File: src/rtl/rv32i_ctrl_pkg.sv
// Shared constants for the RV32I multi-cycle controller: FSM state codes,
// opcodes, ALU control encodings and write-back select codes.
package rv32i_ctrl_pkg;

  localparam logic [2:0] ST_FETCH   = 3'd0;
  localparam logic [2:0] ST_DECODE  = 3'd1;
  localparam logic [2:0] ST_EXECUTE = 3'd2;
  localparam logic [2:0] ST_MEM     = 3'd3;
  localparam logic [2:0] ST_WB      = 3'd4;
  localparam logic [2:0] ST_TRAP    = 3'd5;

  localparam logic [6:0] OP_R     = 7'b0110011;
  localparam logic [6:0] OP_I     = 7'b0010011;
  localparam logic [6:0] OP_IL    = 7'b0000011;
  localparam logic [6:0] OP_S     = 7'b0100011;
  localparam logic [6:0] OP_B     = 7'b1100011;
  localparam logic [6:0] OP_LUI   = 7'b0110111;
  localparam logic [6:0] OP_AUIPC = 7'b0010111;
  localparam logic [6:0] OP_JAL   = 7'b1101111;
  localparam logic [6:0] OP_JALR  = 7'b1100111;

  localparam logic [3:0] ALU_ADD  = 4'b0000;
  localparam logic [3:0] ALU_SUB  = 4'b1000;
  localparam logic [3:0] ALU_SLL  = 4'b0001;
  localparam logic [3:0] ALU_SLT  = 4'b0010;
  localparam logic [3:0] ALU_SLTU = 4'b0011;
  localparam logic [3:0] ALU_XOR  = 4'b0100;
  localparam logic [3:0] ALU_SRL  = 4'b0101;
  localparam logic [3:0] ALU_SRA  = 4'b1101;
  localparam logic [3:0] ALU_OR   = 4'b0110;
  localparam logic [3:0] ALU_AND  = 4'b0111;

  localparam logic [2:0] WSEL_ALU   = 3'd0;
  localparam logic [2:0] WSEL_DMEM  = 3'd1;
  localparam logic [2:0] WSEL_IMM   = 3'd2;
  localparam logic [2:0] WSEL_PCIMM = 3'd3;
  localparam logic [2:0] WSEL_PC4   = 3'd4;

  typedef enum logic [3:0] {
    IC_ALU_R,
    IC_ALU_I,
    IC_LOAD,
    IC_STORE,
    IC_BRANCH,
    IC_LUI,
    IC_AUIPC,
    IC_JAL,
    IC_JALR,
    IC_ILLEGAL
  } instr_class_e;

  function automatic instr_class_e classify(input logic [6:0] opcode);
    instr_class_e c;
    case (opcode)
      OP_R:     c = IC_ALU_R;
      OP_I:     c = IC_ALU_I;
      OP_IL:    c = IC_LOAD;
      OP_S:     c = IC_STORE;
      OP_B:     c = IC_BRANCH;
      OP_LUI:   c = IC_LUI;
      OP_AUIPC: c = IC_AUIPC;
      OP_JAL:   c = IC_JAL;
      OP_JALR:  c = IC_JALR;
      default:  c = IC_ILLEGAL;
    endcase
    return c;
  endfunction

endpackage

File: src/rtl/alu_decoder.sv
// Combinational ALU-control decode from {opcode, funct3, funct7[5]}.
module alu_decoder
  import rv32i_ctrl_pkg::*;
(
  input  logic [6:0] opcode,
  input  logic [2:0] funct3,
  input  logic       funct7_5,
  output logic [3:0] alu_controls
);

  always_comb begin
    alu_controls = ALU_ADD;
    case (opcode)
      OP_R: alu_controls = {funct7_5, funct3};
      // bit 30 is part of the immediate except for the shift-right pair
      OP_I: alu_controls = {funct7_5 & (funct3 == 3'b101), funct3};
      OP_B: alu_controls = {1'b0, funct3};
      default: alu_controls = ALU_ADD;
    endcase
  end

endmodule

File: src/rtl/multicycle_ctrl.sv
// Multi-cycle RV32I control FSM: fetch/decode/execute/mem/write-back sequencing.
// Optional ILLEGAL_INSTR_TRAP_EN: unknown opcodes enter a sticky TRAP state.
//
// state   | meaning
// FETCH   | imem_req high, wait for imem_ready, load IR
// DECODE  | selects settle from the latched instruction
// EXECUTE | retire ALU/branch/jump, or proceed to MEM for load/store
// MEM     | dmem_req held until dmem_ready
// WB      | load data written back to the register file
// TRAP    | illegal instruction, halted until reset
module multicycle_ctrl
  import rv32i_ctrl_pkg::*;
(
  input  logic        clk,
  input  logic        reset_n,
  input  logic [31:0] instr_code,
  output logic        imem_req,
  input  logic        imem_ready,
  output logic        ir_en,
  output logic        dmem_req,
  output logic        dmem_we,
  output logic [2:0]  dmem_size,
  input  logic        dmem_ready,
  output logic        pc_en,
  output logic [3:0]  alu_controls,
  output logic        reg_wr_en,
  output logic        aluSrcMux_sel,
  output logic [2:0]  RegWdataSel,
  output logic        Branch,
  output logic        jal,
  output logic        jalr,
  output logic [31:0] instret,
  output logic        halted
);

  logic [2:0]   state_q, state_d;
  logic [31:0]  instret_q;
  logic [3:0]   dec_alu;
  logic         sel_valid;
  logic         unused_instr;
  instr_class_e iclass;

  assign iclass       = classify(instr_code[6:0]);
  assign unused_instr = ^{instr_code[31], instr_code[29:15], instr_code[11:7]};

  alu_decoder u_alu_decoder (
    .opcode       (instr_code[6:0]),
    .funct3       (instr_code[14:12]),
    .funct7_5     (instr_code[30]),
    .alu_controls (dec_alu)
  );

  // Selects are live from DECODE to the end of the instruction, never in FETCH.
  assign sel_valid = reset_n && ((state_q == ST_DECODE) || (state_q == ST_EXECUTE) ||
                                 (state_q == ST_MEM) || (state_q == ST_WB));

  always_comb begin
    state_d   = state_q;
    imem_req  = 1'b0;
    ir_en     = 1'b0;
    dmem_req  = 1'b0;
    dmem_we   = 1'b0;
    pc_en     = 1'b0;
    reg_wr_en = 1'b0;
    if (reset_n) begin
      case (state_q)
        ST_FETCH: begin
          imem_req = 1'b1;
          if (imem_ready) begin
            ir_en   = 1'b1;
            state_d = ST_DECODE;
          end
        end
        ST_DECODE: state_d = ST_EXECUTE;
        ST_EXECUTE: begin
          case (iclass)
            IC_ALU_R, IC_ALU_I, IC_LUI, IC_AUIPC, IC_JAL, IC_JALR: begin
              reg_wr_en = 1'b1;
              pc_en     = 1'b1;
              state_d   = ST_FETCH;
            end
            IC_BRANCH: begin
              pc_en   = 1'b1;
              state_d = ST_FETCH;
            end
            IC_LOAD, IC_STORE: state_d = ST_MEM;
            default: begin
`ifdef ILLEGAL_INSTR_TRAP_EN
              state_d = ST_TRAP;
`else
              pc_en   = 1'b1;
              state_d = ST_FETCH;
`endif
            end
          endcase
        end
        ST_MEM: begin
          dmem_req = 1'b1;
          dmem_we  = (iclass == IC_STORE);
          if (dmem_ready) begin
            if (iclass == IC_STORE) begin
              pc_en   = 1'b1;
              state_d = ST_FETCH;
            end else begin
              state_d = ST_WB;
            end
          end
        end
        ST_WB: begin
          reg_wr_en = 1'b1;
          pc_en     = 1'b1;
          state_d   = ST_FETCH;
        end
`ifdef ILLEGAL_INSTR_TRAP_EN
        ST_TRAP: state_d = ST_TRAP;
`endif
        default: state_d = ST_FETCH;
      endcase
    end
  end

  always_comb begin
    alu_controls  = ALU_ADD;
    aluSrcMux_sel = 1'b0;
    RegWdataSel   = WSEL_ALU;
    Branch        = 1'b0;
    jal           = 1'b0;
    jalr          = 1'b0;
    dmem_size     = 3'b000;
    if (sel_valid) begin
      alu_controls = dec_alu;
      case (iclass)
        IC_ALU_I:  aluSrcMux_sel = 1'b1;
        IC_LOAD: begin
          aluSrcMux_sel = 1'b1;
          RegWdataSel   = WSEL_DMEM;
          dmem_size     = instr_code[14:12];
        end
        IC_STORE: begin
          aluSrcMux_sel = 1'b1;
          dmem_size     = instr_code[14:12];
        end
        IC_BRANCH: Branch = 1'b1;
        IC_LUI:    RegWdataSel = WSEL_IMM;
        IC_AUIPC:  RegWdataSel = WSEL_PCIMM;
        IC_JAL: begin
          jal         = 1'b1;
          RegWdataSel = WSEL_PC4;
        end
        IC_JALR: begin
          jal           = 1'b1;
          jalr          = 1'b1;
          aluSrcMux_sel = 1'b1;
          RegWdataSel   = WSEL_PC4;
        end
        default: ;
      endcase
    end
  end

  always_ff @(posedge clk or negedge reset_n) begin
    if (!reset_n) begin
      state_q   <= ST_FETCH;
      instret_q <= 32'd0;
    end else begin
      state_q <= state_d;
      if (pc_en) instret_q <= instret_q + 32'd1;
    end
  end

  assign instret = instret_q;

`ifdef ILLEGAL_INSTR_TRAP_EN
  assign halted = reset_n && (state_q == ST_TRAP);
`else
  assign halted = 1'b0;
`endif

endmodule

File: config.mk
export PLATFORM = sky130hd
export DESIGN_NAME = multicycle_ctrl
export DESIGN_NICKNAME = d
export VERILOG_FILES = /design/src/rtl/rv32i_ctrl_pkg.sv /design/src/rtl/alu_decoder.sv /design/src/rtl/multicycle_ctrl.sv
export SDC_FILE = /design/constraint.sdc
export NUM_CORES = 1
export LEC_CHECK = 0
export CELL_PAD_IN_SITES_DETAIL_PLACEMENT = 0
export CELL_PAD_IN_SITES_GLOBAL_PLACEMENT = 1
export CORE_ASPECT_RATIO = 0.7
export CORE_UTILIZATION = 29
export CTS_BUF_LIST = sky130_fd_sc_hd__clkbuf_8
export CTS_CLUSTER_DIAMETER = 50
export DETAILED_ROUTE_END_ITERATION = 16
export GPL_TIMING_DRIVEN = 0
export PLACE_DENSITY_LB_ADDON = 0.1
export SLEW_MARGIN = 20
export SYNTH_ARGS = -nofsm -noshare
export SYNTH_HDL_FRONTEND = slang
export SYNTH_SLANG_ARGS = --single-unit
File: constraint.sdc
create_clock -name clk -period 1.86 [get_ports clk]
set_input_delay 0.372 -clock clk [delete_from_list [all_inputs] [get_ports clk]]
set_output_delay 0.372 -clock clk [all_outputs]
set_load 0.02 [all_outputs]
==> results of run 1 <==
==> final timing paths <==
kind                            start        endpoint  slack (ps)  cells past startpoint
max                        state_q[2]  RegWdataSel[0]        -300                      6
min                           reset_n     instret[18]         120                      2
max reg2reg                instret[5]     instret[27]         110                      7
min reg2reg                instret[7]      instret[7]         490                      1
max in group asynchronous     reset_n      instret[4]         940                      2
min in group clk           instret[7]      instret[7]         490                      1
==> cells by family after synthesis <==
kind of cell	share of synthesized area
muxes	0.00531
DFF	0.413
buffers and inverters	0.0413
xor gates and xnor gates	0.136
and+or+nand+nor	0.340
AOI/OAI and AO/OA	0.0567
other	0.00177
adders and majority gates	0.00590
==> layer usage <==
layer	track usage	vias to the layer above	part of all wire
met5	0	-	0
met4	0.0429	0	0.0069
met3	0.0346	5	0.032
met2	0.233	39	0.41
met1	0.260	951	0.55
li1	-	1002	-
==> state kept, by name, indices dropped and copies added, names as in the netlist <==
name     flops
instret     32
state_q      3
==> timing repair <==
item | CTS | global route
setup endpoints to repair | 52 | 32
hold buffers | 1 | 0
gates resized for setup | 135 | 35
buffers inserted | 13 | 6
hold endpoints to repair | 10 | 0
pin swaps | 15 | 8
gates cloned | 1 | 0
==> critical path, cell delays in order, from the launching register on <==
cell             delay (ps)
dfrtp_1                 400
buf_6                   130
or3_4                   360
nand4_1                 150
buf_4                   170
nor3_1                   60
clkdlybuf4s15_2         250
==> through the flow <==
step / util / TNS [ps] / total power [mW] / cells
after floorplan: - / -7.12 / 1.43 / 228
after global placement: 0.422 / -118830 / 1.73 / 387
after detailed placement: 0.424 / -39780 / 1.74 / 388
after CTS: 0.469 / -3640 / 2.48 / 409
after global routing: 0.485 / -5100 / 2.70 / 415
final: 0.485 / -3820 / 2.55 / 415
==> power by group <==
part           internal, mW  total, mW  switching [mW]
clock network         0.290      0.562           0.271
logic                 0.525       1.06           0.535
registers             0.830      0.926          0.0954
==> cell usage in the layout (no fill, tap or decap), drive strengths merged <==
master	count
bufbuf	1
nand3	18
and4	5
or3	2
clkdlybuf4s15	5
or4	1
o21ai	3
a211oi	1
nand4	24
dfrtp	35
nand2b	4
o211ai	1
nand2	12
and3	13
mux2	1
inv	3
nor2	15
a21oi	6
nor2b	2
xnor2	30
clkbuf	13
and2	15
a211o	1
clkinv	1
nor4	2
o2bb2ai	2
xor2	2
nor4b	1
buf	46
or2	2
ha	1
o22a	1
clkdlybuf4s50	38
dlygate4sd2	2
nor3	6
dlygate4sd3	1
o31ai	1
conb	1
nor3b	2
a22o	1
==> cell type report <==
class | count | area, µm²
Fill cell | 685 | 3560
Buffer | 13 | 101
Timing Repair Buffer | 87 | 841
Clock inverter | 1 | 5.00
Clock buffer | 6 | 82.6
Inverter | 3 | 11.3
Sequential cell | 35 | 878
Multi-Input combinational cell | 176 | 1310
Tap cell | 94 | 118
==> results.yml, run 1 <==
floorplan:
  coreArea_um2: 6910
  pin_count: 89
  die-area_um2: 7660
  die_w_um: 104
  rows: 25
  die_height_um: 73.5
  initial_core_util: 0.307
synth:
  synth_edf_count: 0
  synth.most_common_cell: "dfrtp_1"
  postSynthAreaPerCell_um2: 9.30
  ys_seq_area_frac: 0.413
  syn_inst: 228
  async_flop_share: 1.00
  synth_common_cells: "dfrtp_1, xnor2_1, nand4_1, nand3_1"
  synth_warnings: 0
  ys.flop_type: "dfrtp_1"
  ys_types: 40
  synth_area_um2: 2120
  yosys-top-cells-area: "dfrtp_1, xnor2_1, nand4_1"
  synth_top_area_frac: 0.413
  yosysTopAreaCell: "dfrtp_1"
  ys_ff_latch: 35
  synth_nets: 265
detailed_routing:
  vias: 1997
  wl_per_cell_um: 14.7
  drt_iter0_drc: 66
  vias_per_cell: 4.81
  drt_first_pass_iters: 4
  antenna_left: 0
  drc_errors: 0
  wirelength_um: 6090
grt:
  grt-ovfl-total: 0
  antenna_found_initial: 0
  grt_max_degree: 14
  grt_usage: 0.168
  grt_pass1_vias: 1874
  grt_pass1_wl_um: 9840
placement:
  port_buffers: 65
  gp_congestion: 0.744
  place_ws_ps: -1540
  place_hpwl_um: 4290
  placed_area_um2: 2930
worst_setup_path:
  crit_type: "reg2out"
  critPathArrivalTime_ps: 1790
  startpoint_type: "flop"
  cp_max_fo: 6
  crit_path_end_kind: "primary output"
  required_ps: 1490
power:
  vdd_drop_max_mv: 0.720
  powerDensity_nw_per_um2: 761
  leakage_nw: 1.38
clocking:
  clock_latency_ps: 290
  cts_tree: "done"
  clkSlewWorstSetupHoldPaths_ps: 70
  cts_sinks: 35
  cts_buffers: 5
  cts-htree-levels: 2
  cts_buffer_depth: 2
  clock-root-buffer: "clkbuf_8"
worst_hold_path:
  hold_class: "in2async"
final_layout:
  diodes: 0
  drive_above_1_share: 0.308
  num-nets-final: 358
  final_cell_area_um2: 3350
  area_growth_pct: 58.0
timing:
  timing.fmax_mhz: 463
  fin_skew_ps: 9.91
  finalCriticalPeriod_ps: 2160
  holdWs_ps: 122
  fin_crit_sh: 1.16
  setup_viol: 17
  hold_viol_final: 0
  finalWorstSetupSlack_ps: -301
  drv_slew: 0
  rsz0062_at_grt: "yes"
status:
  status: "finished with violations"
  violations: "negative setup slack"
job:
  drv_cap: 0
No activity file was read; power rests on OpenSTA's default activity.
==> run 2: changes to the inputs <==
--- a/config.mk
+++ b/config.mk
@@ -10,9 +10,10 @@
 export CORE_ASPECT_RATIO = 0.7
 export CORE_UTILIZATION = 29
 export CTS_BUF_LIST = sky130_fd_sc_hd__clkbuf_8
-export CTS_CLUSTER_DIAMETER = 50
+export CTS_CLUSTER_DIAMETER = 80
 export DETAILED_ROUTE_END_ITERATION = 16
 export GPL_TIMING_DRIVEN = 0
+export MAX_ROUTING_LAYER = met4
 export PLACE_DENSITY_LB_ADDON = 0.1
 export SLEW_MARGIN = 20
 export SYNTH_ARGS = -nofsm -noshare
==> results.yml, run 2 (synthesized netlist as in run 1, its figures left out) <==
placement:
  dp.cells: 388
  gp_congestion: 0.753
  place_ws_ps: -1540
  place_hpwl_um: 4290
  port_buffers: 65
  placed_area_um2: 2930
grt:
  met2_usage: 0.233
  use_met3: 0.0346
  grt-busiest-layer: "met1"
  gr-usage-met1: 0.259
  grt_pass1_vias: 1875
  grt_usage: 0.173
  antenna_found_initial: 0
  grt-ovfl-total: 0
  grt_pass1_wl_um: 9850
  grt_max_degree: 14
detailed_routing:
  drt_first_pass_iters: 4
  vias_per_cell: 4.80
  wl_per_cell_um: 14.6
  wirelength_um: 6080
  antenna_left: 0
  drc_errors: 0
  vias: 1991
  drt_iter0_drc: 64
clocking:
  cts_tree: "done"
  cts_buffers: 5
  clkSlewWorstSetupHoldPaths_ps: 70
  clock_latency_ps: 290
  cts-htree-levels: 2
  cts_sinks: 35
  cts_buffer_depth: 2
  clock-root-buffer: "clkbuf_8"
timing:
  holdWs_ps: 121
  timing.fmax_mhz: 463
  setup_viol: 17
  rsz0062_at_grt: "yes"
  drv_slew: 0
  finalWorstSetupSlack_ps: -302
  setup_tns_ps: -3830
  finalCriticalPeriod_ps: 2160
  fin_crit_sh: 1.16
  hold_viol_final: 0
  fin_skew_ps: 9.90
final_layout:
  fin_util: 0.485
  largest_reg_flops: 32
  final_cells: 415
  diodes: 0
  num-nets-final: 358
  layout_commonest_cell: "clkdlybuf4s50_1"
  drive_above_1_share: 0.308
  area_growth_pct: 58.0
  most-common-layout-cells: "clkdlybuf4s50_1, dfrtp_1, xnor2_1"
  final_cell_area_um2: 3350
worst_setup_path:
  reg2reg_slack_ps: 110
  worstSetupStartpoint: "state_q[2]"
  required_ps: 1490
  startpoint_type: "flop"
  rr_startpoint: "instret[5]"
  crit_path_end_kind: "primary output"
  critPathArrivalTime_ps: 1790
  crit_type: "reg2out"
  cp_max_fo: 6
power:
  p_total_mw: 2.55
  powerDensity_nw_per_um2: 760
  comb_power_share: 0.416
  power.switching_uw: 900
  share_seq_of_total_power: 0.363
  leakage_nw: 1.38
  p_clk_frac: 0.221
  switching_share: 0.354
  vdd_drop_max_mv: 0.719
  p_int_mw: 1.65
floorplan:
  coreArea_um2: 6910
  die-area_um2: 7660
  die_height_um: 73.5
  die_w_um: 104
  initial_core_util: 0.307
  pin_count: 89
  rows: 25
worst_hold_path:
  hold_class: "in2async"
status:
  violations: "negative setup slack"
  status: "finished with violations"
job:
  drv_cap: 0
run 2: path summary, 6_finish.rpt:
path | endpoint | cells after the start
worst min register to register | instret[7] | 1
worst min-delay path | instret[12] | 2
worst max register to register | instret[27] | 7
worst max-delay path | RegWdataSel[0] | 6
max in group asynchronous | instret[4] | 2
min in group clk | instret[7] | 1
run 2: layer usage:
layer  up-vias  wire length (µm)
met5         -                 0
met4         0                42
met3         5               192
met2        37              2470
met1       947              3380
li1       1002                 -
run 2: cell type report:
| class | instances | area (µm²) |
|---|---|---|
| sequential | 35 | 878 |
| timing repair buffer | 87 | 841 |
| clock buffer | 6 | 82.6 |
| inverter | 3 | 11.3 |
| buffer | 13 | 101 |
| multi-input combinational | 176 | 1310 |
| tap | 94 | 118 |
| clock inverter | 1 | 5.00 |
| fill | 685 | 3560 |
run 2: critical path: stages (launching register included):
cell	delay, ps
dfrtp_1	400
buf_6	130
or3_4	360
nand4_1	150
buf_4	170
nor3_1	60
clkdlybuf4s15_2	250
run 2: what timing repair did:
action	CTS	global route
setup endpoints to repair	52	32
pin swaps	15	8
endpoints found under the hold margin	10	0
setup buffers	13	6
resized for setup	135	35
hold buffers	1	0
cloned	1	0
run 2: power by group through the flow:
stage                     clock network, mW  logic [mW]  registers, mW
final                                 0.562        1.06          0.926
after global routing                  0.616        1.14          0.942
after CTS                             0.579       0.976          0.922
after detailed placement                  0       0.820          0.916
after global placement                    0       0.808          0.918
after floorplan                           0       0.480          0.945
